[src/rtl/block_pkg.sv]
// Shared parameters for the node output path toward the IO fabric.
package block_pkg;

    localparam int FAB_W     = 4;
    localparam int WIDTH_DEF = FAB_W;
    localparam int DEPTH_DEF = 4;
    localparam int CNT_W_DEF = 8;

endpackage

[src/rtl/block_out_evt_fifo.sv]
// Event FIFO: storage, wrapping pointers and occupancy.
// Head reads as zero while empty.
module evt_fifo
    import block_pkg::*;
#(
    parameter int WIDTH = WIDTH_DEF,
    parameter int DEPTH = DEPTH_DEF
) (
    input  logic             clk,
    input  logic             rst_n,
    input  logic             push_i,
    input  logic             pop_i,
    input  logic [WIDTH-1:0] data_i,
    output logic [WIDTH-1:0] data_o,
    output logic             full_o,
    output logic             empty_o
);

    localparam int AW = $clog2(DEPTH);
    localparam logic [AW:0] FULL_CNT = (AW + 1)'(DEPTH);

    logic [WIDTH-1:0] mem_q [DEPTH];
    logic [AW-1:0]    wr_q, wr_d;
    logic [AW-1:0]    rd_q, rd_d;
    logic [AW:0]      cnt_q, cnt_d;
    logic             do_push, do_pop;

    assign empty_o = (cnt_q == '0);
    assign full_o  = (cnt_q == FULL_CNT);

    // A pop frees a slot in the same edge, so a full FIFO still accepts.
    assign do_pop  = pop_i && !empty_o;
    assign do_push = push_i && (!full_o || do_pop);

    always_comb begin
        wr_d  = wr_q;
        rd_d  = rd_q;
        cnt_d = cnt_q;
        if (do_push) wr_d = wr_q + 1'b1;
        if (do_pop)  rd_d = rd_q + 1'b1;
        case ({do_push, do_pop})
            2'b10:   cnt_d = cnt_q + 1'b1;
            2'b01:   cnt_d = cnt_q - 1'b1;
            default: cnt_d = cnt_q;
        endcase
    end

    always_ff @(posedge clk or negedge rst_n) begin
        if (!rst_n) begin
            wr_q  <= '0;
            rd_q  <= '0;
            cnt_q <= '0;
        end else begin
            wr_q  <= wr_d;
            rd_q  <= rd_d;
            cnt_q <= cnt_d;
        end
    end

    always_ff @(posedge clk) begin
        if (do_push) mem_q[wr_q] <= data_i;
    end

    assign data_o = empty_o ? '0 : mem_q[rd_q];

endmodule

[src/rtl/block_out.sv]
// Node output stage: filters zero words, buffers events for the
// fabric handshake and counts events lost to a full buffer.
module block_out
    import block_pkg::*;
#(
    parameter int WIDTH = WIDTH_DEF,
    parameter int DEPTH = DEPTH_DEF,
    parameter int CNT_W = CNT_W_DEF
) (
    input  logic             clk,
    input  logic             rst_n,
    input  logic [WIDTH-1:0] node_out,
    output logic [WIDTH-1:0] fab_data,
    output logic             fab_valid,
    input  logic             fab_ready,
    output logic [CNT_W-1:0] drop_cnt,
    output logic             full,
    output logic             empty
);

    logic             push_req;
    logic             pop;
    logic             drop;
    logic [CNT_W-1:0] drop_q, drop_d;

    assign push_req  = |node_out;
    assign fab_valid = !empty;
    assign pop       = fab_valid && fab_ready;
    assign drop      = push_req && full && !pop;

    evt_fifo #(
        .WIDTH (WIDTH),
        .DEPTH (DEPTH)
    ) u_fifo (
        .clk     (clk),
        .rst_n   (rst_n),
        .push_i  (push_req),
        .pop_i   (pop),
        .data_i  (node_out),
        .data_o  (fab_data),
        .full_o  (full),
        .empty_o (empty)
    );

    // Saturating: stays at all-ones once reached.
    always_comb begin
        drop_d = drop_q;
        if (drop && (drop_q != '1)) drop_d = drop_q + 1'b1;
    end

    always_ff @(posedge clk or negedge rst_n) begin
        if (!rst_n) drop_q <= '0;
        else        drop_q <= drop_d;
    end

    assign drop_cnt = drop_q;

endmodule

[config.mk]
export PLATFORM = sky130hd
export DESIGN_NAME = block_out
export DESIGN_NICKNAME = d
export VERILOG_FILES = /design/src/rtl/block_pkg.sv /design/src/rtl/block_out_evt_fifo.sv /design/src/rtl/block_out.sv
export SDC_FILE = /design/constraint.sdc
export NUM_CORES = 1
export LEC_CHECK = 0
export ABC_AREA = 1
export CAP_MARGIN = 0
export CELL_PAD_IN_SITES_DETAIL_PLACEMENT = 1
export CELL_PAD_IN_SITES_GLOBAL_PLACEMENT = 1
export CORE_ASPECT_RATIO = 1.5
export CORE_MARGIN = 10
export CORE_UTILIZATION = 42
export CTS_BUF_LIST = sky130_fd_sc_hd__clkbuf_4 sky130_fd_sc_hd__clkbuf_8
export DETAILED_ROUTE_END_ITERATION = 6
export MAX_ROUTING_LAYER = met4
export PLACE_DENSITY = 0.8
export SYNTH_ARGS = -nofsm -noshare
export SYNTH_HDL_FRONTEND = slang
export SYNTH_SLANG_ARGS = --single-unit
export TNS_END_PERCENT = 5
[constraint.sdc]
create_clock -name clk -period 2.13 [get_ports clk]
set_input_delay 0.5325 -clock clk [delete_from_list [all_inputs] [get_ports clk]]
set_output_delay 0.5325 -clock clk [all_outputs]
set_load 0.005 [all_outputs]
==> impl_metrics.yaml <==
run_status:
  status: "finished, final reports clean"
drt:
  drt_iter0_markers: 39
  drt-pass1-iter-count: 4
  drc_errors: 0
  via_per_inst: 5.02
  routed_wl_um: 4120
  ant_nets: 0
  wl_per_cell_um: 15.8
  vias: 1310
synthesis:
  synth_area_um2: 1570
  avgSynthCellArea_um2: 8.94
  syn-num-nets: 189
  yosysSeqAreaShare: 0.547
  synth.top_cell.area_share: 0.307
  synth_top_area_cell: "edfxtp_1"
  synth.distinct_cells: 21
  synth_seq_cells: 31
  ys_warn_count: 0
  syn_inst: 175
  synthTopCellsByArea: "edfxtp_1, dfrtp_1, nand2_1, nor2_1, inv_1"
worst_setup_path:
  cp-end-kind: "flip-flop"
  critPathLaunchType: "primary input"
  worstPathMaxFanout: 2
  cp_slowest_cell: "clkdlybuf4s50_1"
  crit_path_cell_trace: "clkdlybuf4s50_1, nor2_1, nand2_1, nand2_2, ha_2, inv_2, fa_2, a21oi_2, o21ai_1, xor2_1"
  worstPathRequired_ns: 2.29
  critPathKind: "primary input to flip-flop"
  cp.arrival_ns: 2.27
  slowest_delay_ns: 0.43
final_layout:
  final_core_util: 0.567
  antenna_cells: 0
  drive_gt1_frac: 0.188
  final_common_cell: "nand2_1"
  nNetsFinal: 231
  most-common-layout-cells: "nand2_1, nor2_1, inv_1"
  nFillCells: 440
  area_growth_pct: 32.2
worst_hold_path:
  worstHoldPathType: "flip-flop to flip-flop"
die:
  fp.dieH_um: 94.8
  die_x_um: 69.8
  io_pins: 22
  initial_core_util: 0.429
  core_area_um2: 3650
  die-area_um2: 6620
  rows: 27
clock_network:
  cts.hold.buffers_added: 0
  clk_pin_slew_worst_paths_ns: 0.07
  clkSinkCount: 31
  cts_tree: "built"
  clk_path_buf_depth: 2
  insertion_delay_ns: 0.29
  numCtsBuffers: 5
  cts-root-buf: "clkbuf_8"
  htreeDepth: 2
timing:
  setup-violations-final: 0
  max_slew_margin: 0.771
  fmax_ghz: 0.475
  fin_tns_setup_ns: 0
  worstMarginPinSlew_ns: 0.342
  rsz0062_at_grt: "yes"
  min_period_ns: 2.11
  finalMaxSlewViolations: 0
  finalHoldViolCount: 0
  min_period_over_period: 0.989
  finClkSkew_ns: 0.00984
global_route:
  grt_pass1_wl_um: 6780
  grt_pass1_vias: 1446
  track_usage: 0.135
  grt_antenna_before_repair: 0
  grt_start_max_net_pins: 16
  gr-total-overflow: 0
placed_design:
  routabilityCongestion: 0.840
  portBuffers: 21
  hpwlAfterDp_um: 3110
power:
  max-vdd-ir-drop_mv: 0.696
  total_power_mw: 2.66
  cellPowerDensity_nw_per_um2: 1280
  leakagePower_nw: 0.993
run:
  maxCapViolCount: 0
[layer usage]
layer / part of all wire / global-route usage / vias to the layer above
met4: 0.029 / 0.0710 / 0
met1: 0.33 / 0.102 / 639
met3: 0.025 / 0.0315 / 11
li1: - / - / 636
met5: 0 / - / -
met2: 0.61 / 0.279 / 24
[logic make-up after synthesis]
group	share of synthesized area
flip-flops	0.547
AO/OA/AOI/OAI	0.0544
XOR/XNOR	0.0224
buffers and inverters	0.0607
AND/OR/NAND/NOR	0.255
adder cells (fa/ha/maj)	0.0608
[cell type report]
| cell class | count | area [um2] | share of cell area |
|---|---|---|---|
| Sequential cell | 31 | 860 | 0.415 |
| Clock buffer | 5 | 68.8 | 0.0333 |
| Clock inverter | 3 | 38.8 | 0.0187 |
| Tap cell | 43 | 53.8 | 0.0260 |
| Timing Repair Buffer | 36 | 325 | 0.157 |
| Inverter | 24 | 92.6 | 0.0447 |
| Multi-Input combinational cell | 119 | 631 | 0.305 |
[state kept, by name, summed over array words and instances (netlist names)]
signal / count
u_fifo.mem_q: 16
drop_cnt: 8
u_fifo.cnt_q: 3
u_fifo.wr_q: 2
u_fifo.rd_q: 2
[through the flow]
stage                     cell area, um2  setup WS [ns]  hold slack, ns  cells
after floorplan                     1570          0.217           0.237    175
after global placement              1920         -0.192           0.504    251
after detailed placement            1920         -0.325           0.544    251
after CTS                           2050        -0.0286           0.531    261
after global routing                2070        -0.0643           0.561    261
final                               2070         0.0227           0.541    261
[worst max-delay path, delay by kind of cell]
kind | cells | cell delay (ns)
buf+inv | 2 | 0.48
simple gates | 3 | 0.33
compound gates | 2 | 0.21
xor+xnor | 1 | 0.15
fa+ha+maj | 2 | 0.57
[final timing paths]
kind | slack, ns | depth (start not counted) | endpoint | from
min in group asynchronous | 0.56 | 2 | drop_cnt[4]$_DFFE_PN0P_ | rst_n
min reg2reg | 0.54 | 1 | u_fifo.rd_q[1]$_DFFE_PN0P_ | u_fifo.rd_q[1]$_DFFE_PN0P_
max reg2reg | 0.27 | 10 | u_fifo.cnt_q[2]$_DFFE_PN0P_ | u_fifo.cnt_q[2]$_DFFE_PN0P_
max | 0.02 | 10 | u_fifo.cnt_q[2]$_DFFE_PN0P_ | node_out[2]
min | 0.54 | 1 | u_fifo.rd_q[1]$_DFFE_PN0P_ | u_fifo.rd_q[1]$_DFFE_PN0P_
max in group asynchronous | 1.36 | 2 | u_fifo.rd_q[0]$_DFFE_PN0P_ | rst_n
[synthesized netlist by cell type]
master    count
nand2_1      41
dfrtp_1      15
fa_1          1
nand4_1       1
nand3_1       8
nand3_2       1
buf_2         1
a21oi_1       6
inv_1        23
inv_2         1
xor2_1        3
nand2_2       2
nor2_2        3
nor2_4        1
xnor2_1       1
ha_1          6
nand2_4       1
o21ai_0      11
edfxtp_1     16
nand3b_1      3
nor2_1       30
[report_power, final]
| group | internal (mW) | switching [mW] | total, mW |
|---|---|---|---|
| sequential | 0.862 | 0.150 | 1.01 |
| combinational | 0.492 | 0.586 | 1.08 |
| clock | 0.342 | 0.226 | 0.568 |
| total | 1.70 | 0.963 | 2.66 |
[repair_timing]
| action | in CTS | in global routing |
|---|---|---|
| buffers inserted | 2 | 0 |
| gates resized for setup | 13 | 9 |
| setup endpoints to repair | 6 | 3 |
| pin swaps | 2 | 5 |
Power figures use the tool's default switching activity.
